===== src/rtl/fifo_wr_arbiter.sv =====
// Round-robin write arbiter: grants one of NUM_REQ requesters a burst of up to MAX_BURST words into a FIFO.
// Latency: one IDLE arbitration cycle before each burst; data passes combinationally to the FIFO during GRANT.
// Backpressure: fifo_full drops the granted req_ready and stalls the burst indefinitely; the beat count is held.
module fifo_wr_arbiter #(
  parameter int DEPTH     = 8,
  parameter int WIDTH     = 8,
  parameter int NUM_REQ   = 4,
  parameter int MAX_BURST = 4
) (
  input  logic                       clk,
  input  logic                       rst_n,
  input  logic [NUM_REQ-1:0]         req_valid,
  input  logic [NUM_REQ*WIDTH-1:0]   req_data,
  input  logic [NUM_REQ-1:0]         req_last,
  output logic [NUM_REQ-1:0]         req_ready,
  output logic                       fifo_w_en,
  output logic [WIDTH-1:0]           fifo_data_in,
  input  logic                       fifo_full,
  output logic [$clog2(NUM_REQ)-1:0] grant_id,
  output logic                       busy
);

  localparam int IDW  = $clog2(NUM_REQ);
  localparam int CNTW = $clog2(MAX_BURST + 1);

  typedef enum logic {
    IDLE  = 1'b0,
    GRANT = 1'b1
  } state_t;

  state_t          state;
  state_t          state_nxt;
  logic [IDW-1:0]  grant_nxt;
  logic [IDW-1:0]  last_winner;
  logic [IDW-1:0]  last_winner_nxt;
  logic [IDW-1:0]  rr_pick;
  logic            rr_found;
  logic [CNTW-1:0] beat_cnt;
  logic [CNTW-1:0] beat_cnt_nxt;
  logic            burst_done;

  // Circular search for the first valid requester after the previous winner.
  always_comb begin : rr_search
    int             idx;
    logic [IDW-1:0] cur;
    idx      = 0;
    cur      = '0;
    rr_pick  = '0;
    rr_found = 1'b0;
    for (int k = 1; k <= NUM_REQ; k++) begin
      idx = int'(last_winner) + k;
      if (idx >= NUM_REQ) idx = idx - NUM_REQ;
      cur = IDW'(idx);
      if (!rr_found && req_valid[cur]) begin
        rr_pick  = cur;
        rr_found = 1'b1;
      end
    end
  end

  // Datapath and handshake outputs; everything is zero outside a grant.
  always_comb begin
    busy         = (state == GRANT);
    req_ready    = '0;
    fifo_w_en    = 1'b0;
    fifo_data_in = '0;
    if (state == GRANT) begin
      req_ready[grant_id] = !fifo_full;
      fifo_w_en           = req_valid[grant_id] && !fifo_full;
      fifo_data_in        = req_data[int'(grant_id)*WIDTH +: WIDTH];
    end
  end

  // The burst ends on the marked last word or on the beat that reaches the cap.
  always_comb begin
    burst_done = req_last[grant_id] || (beat_cnt == CNTW'(MAX_BURST - 1));
  end

  // Next-state: arbitrate in IDLE, count beats and detect burst end in GRANT.
  always_comb begin
    state_nxt       = state;
    grant_nxt       = grant_id;
    beat_cnt_nxt    = beat_cnt;
    last_winner_nxt = last_winner;
    case (state)
      IDLE: begin
        if (rr_found) begin
          state_nxt    = GRANT;
          grant_nxt    = rr_pick;
          beat_cnt_nxt = '0;
        end
      end
      GRANT: begin
        if (!req_valid[grant_id]) begin
          // Holder ran dry: give the slot back immediately.
          state_nxt       = IDLE;
          last_winner_nxt = grant_id;
        end else if (fifo_w_en) begin
          beat_cnt_nxt = beat_cnt + CNTW'(1);
          if (burst_done) begin
            state_nxt       = IDLE;
            last_winner_nxt = grant_id;
          end
        end
      end
      default: state_nxt = IDLE;
    endcase
  end

  // State registers; reset makes requester 0 the first winner.
  always_ff @(posedge clk or negedge rst_n) begin
    if (!rst_n) begin
      state       <= IDLE;
      grant_id    <= '0;
      beat_cnt    <= '0;
      last_winner <= IDW'(NUM_REQ - 1);
    end else begin
      state       <= state_nxt;
      grant_id    <= grant_nxt;
      beat_cnt    <= beat_cnt_nxt;
      last_winner <= last_winner_nxt;
    end
  end

endmodule


===== config.mk =====
export PLATFORM = sky130hd
export DESIGN_NAME = fifo_wr_arbiter
export DESIGN_NICKNAME = d
export VERILOG_FILES = /design/src/rtl/fifo_wr_arbiter.sv
export SDC_FILE = /design/constraint.sdc
export NUM_CORES = 1
export LEC_CHECK = 0
export ABC_AREA = 1
export BUFFER_PORTS_ARGS = -buffer_cell sky130_fd_sc_hd__buf_2
export CAP_MARGIN = 40
export CORE_UTILIZATION = 42
export CTS_CLUSTER_DIAMETER = 120
export DETAILED_ROUTE_END_ITERATION = 8
export HOLD_SLACK_MARGIN = 0.08
export PLACE_DENSITY = 0.79
export SYNTH_ARGS = -nofsm -noshare
export SYNTH_HDL_FRONTEND = slang
export SYNTH_SLANG_ARGS = --single-unit
export TNS_END_PERCENT = 1

===== constraint.sdc =====
create_clock -name clk -period 1.8 [get_ports clk]
set_input_delay 0 -clock clk [delete_from_list [all_inputs] [get_ports clk]]
set_output_delay 0 -clock clk [all_outputs]
set_load 0.05 [all_outputs]

==> results.ini <==
[cts]
cts_tree=done
clk_pin_slew_ps=60
h-tree-depth=1
cts_root_buffer=clkbuf_4
cts_buffers=3
clock-sinks=8
cts_buffer_depth=2
clk_latency_ps=260

[synth]
ys_seq_area_share_pct=21.54
synth.most_common_cell=nand2_1
yosys-top-cells-area=nand2_1 (26%), dfrtp_1 (16%), a22oi_1 (6.4%)
synth_cells=151
ys.flop_type=dfrtp_1
synth_top_family_by_area=simple AND/OR/NAND/NOR gates
syn-num-nets=196
yosys_register_bits=8
ys_top_cells_by_count=nand2_1 (65), inv_1 (10), nand3_1 (9)
synth.area.mux_share_pct=0
synthDistinctLibCells=29
ys_async_sr_fraction_pct=100.0
synth-edff-count=0
yosys_warnings=0
synth-xor-area-share_pct=0
synth_compound_area_share_pct=16.89
syn-cell-area_um2=940.9
synth_top_area_share_pct=25.93
syn_avg_cell_area_um2=6.231
synthAdderAreaFrac_pct=2.660
synth-simple-area-share_pct=49.47
synth.largest_area_cell=nand2_1

[route]
vias=1235
ant_nets=0
drc=0
routed_wl_um=2779
wire_per_inst_um=11.53
first_iter_violations=30
viasPerCell=5.124
dr.pass1.iters=4

[worst_setup_path]
worstSetupPathType=reg -> out
path_max_fanout=10
cp.arrival_ps=1660
cp-end-kind=output port
worstPathRequired_ps=1800
cp-start-kind=flop

[min_path]
hold_path_class=in -> async

[finish]
fillCellCount=192
regArea_um2=205.2
final_nets=260
drive_gt1_share_pct=42.99
fin_cells=241
n_antenna_cell=0
multi_input_area_um2=668.1
area_growth_pct=40.43

[sta]
final.period_utilization_pct=92.03
period_minus_slack_ps=1657
final-hold-violation-count=0
max-slew-margin-rel_pct=79.53
worstMarginPinSlew_ps=307.1
fin_hold_ws_ps=101.3
report.final.slew_viol_count=0
max_freq_mhz=603.7
finClkSkew_ps=13.04
setup_viol=0

[grt]
gr-usage-met2_pct=46.12
grt_max_degree=11
antenna_found_initial=0
grt_pass1_vias=1167
busiest_layer=met2
gr-usage-all-layers_pct=24.85
met1_usage_pct=28.03
grt-ovfl-total=0
grt_pass1_wl_um=4878
gr-usage-met3_pct=4.361

[floorplan]
die_h_um=49.33
design.core.area_um2=2042
initial_utilization_pct=46.08
die_area_um2=2433
io_pins=59
die_w_um=49.33
placementRows=16

[power_and_ir_drop]
pwr-share-clk_pct=5.9
leakagePower_nw=0.7667
p_per_area_nw_per_um2=1966
combinationalPowerShare_pct=77.6
switching_share_pct=64.00
ir_drop_uv=1333
pwr-share-seq_pct=16.5
net-switching-power_mw=1.663
intPower_mw=0.9351

[placed_design]
dp.cells=234
gp_congestion=0.9419
dp_hpwl_um=2192
io_buffers=58

[outcome]
outcome=complete, no violations

[job]
drv_cap=0

[routing by layer]
layer | share of wire (%) | vias to the layer above
li1 | - | 626
met5 | 0 | -
met3 | 7.2 | 3
met4 | 0.83 | 0
met2 | 49 | 56
met1 | 43 | 550
[cell type report]
class,instances,area share (%)
Sequential cell,8,15.53
Tap cell,27,2.557
Timing Repair Buffer,61,24.05
Multi-Input combinational cell,124,50.57
Clock buffer,4,1.989
Inverter,17,5.303
[through the flow]
step                      TNS (ps)  worst slack [ps]  power, mW  cell area, um2  utilization, %
after floorplan              -1588            -188.5      1.997           957.2               -
after global placement           0             257.1      2.347            1262           61.83
after detailed placement         0             160.8      2.402            1262           61.83
after CTS                        0             37.62      2.567            1300           63.66
after global routing        -5.891            -5.891      2.827            1321           64.71
final                            0             143.5      2.598            1321           64.71
[cell usage in the layout (no fill, tap or decap), types with 3 or more instances in the layout]
cell type and count:
nand4_1 3, a31oi_1 7, nand2_1 65, inv_2 4, a22oi_1 8, nand3_1 9
buf_2 57, nor2_1 4, clkbuf_4 4, inv_1 10, nand2_2 8, dfrtp_1 4
[sequential cells by signal, indices dropped and copies added (netlist names)]
| register | count |
|---|---|
| beat_cnt | 3 |
| last_winner | 2 |
| busy | 1 |
| grant_id | 2 |
[timing repair]
| action | 4_1_cts | 5_1_grt |
|---|---|---|
| setup endpoints to repair | 1 | 10 |
| hold buffers | 1 | 0 |
| buffers inserted | 0 | 2 |
| cloned | 0 | 0 |
| resized for setup | 1 | 3 |
| hold endpoints to repair | 8 | 0 |
[final timing paths]
kind                                       startpoint                          to  slack [ps]  cells past startpoint
min                                             rst_n     beat_cnt[0]$_DFFE_PN0P_         100                      2
max in group asynchronous                       rst_n  last_winner[0]$_DFFE_PN1P_        1440                      2
max reg2reg                last_winner[0]$_DFFE_PN1P_     grant_id[1]$_DFFE_PN0P_         190                     11
min reg2reg                   beat_cnt[2]$_DFFE_PN0P_     beat_cnt[2]$_DFFE_PN0P_         500                      2
max                           grant_id[1]$_DFFE_PN0P_             fifo_data_in[1]         140                      4
min in group clk                            fifo_full     beat_cnt[2]$_DFFE_PN0P_         120                      5
[worst max-delay path: stages (launching register included)]
cell	delay [ps]
dfrtp_2	520
nor2_4	280
a22oi_1	150
a31oi_1	160
buf_2	290
[cell families (layout without fill, tap and decap cells)]
group / count (synthesis) / count (layout)
buffers and inverters: 19 / 82
AO/OA/AOI/OAI: 22 / 22
adder cells (fa/ha/maj): 2 / 2
AND/OR/NAND/NOR: 100 / 100
flip-flops: 8 / 8
[power groups by stage]
stage | Clock (mW) | Sequential, mW | Combinational (mW)
2_1_floorplan | 0 | 0.456 | 1.54
3_3_place_gp | 0 | 0.417 | 1.93
3_5_place_dp | 0 | 0.428 | 1.97
4_1_cts | 0.159 | 0.427 | 1.98
5_1_grt | 0.165 | 0.442 | 2.22
6_report | 0.154 | 0.427 | 2.02
Note: power is estimated with default switching activity, not from simulation.
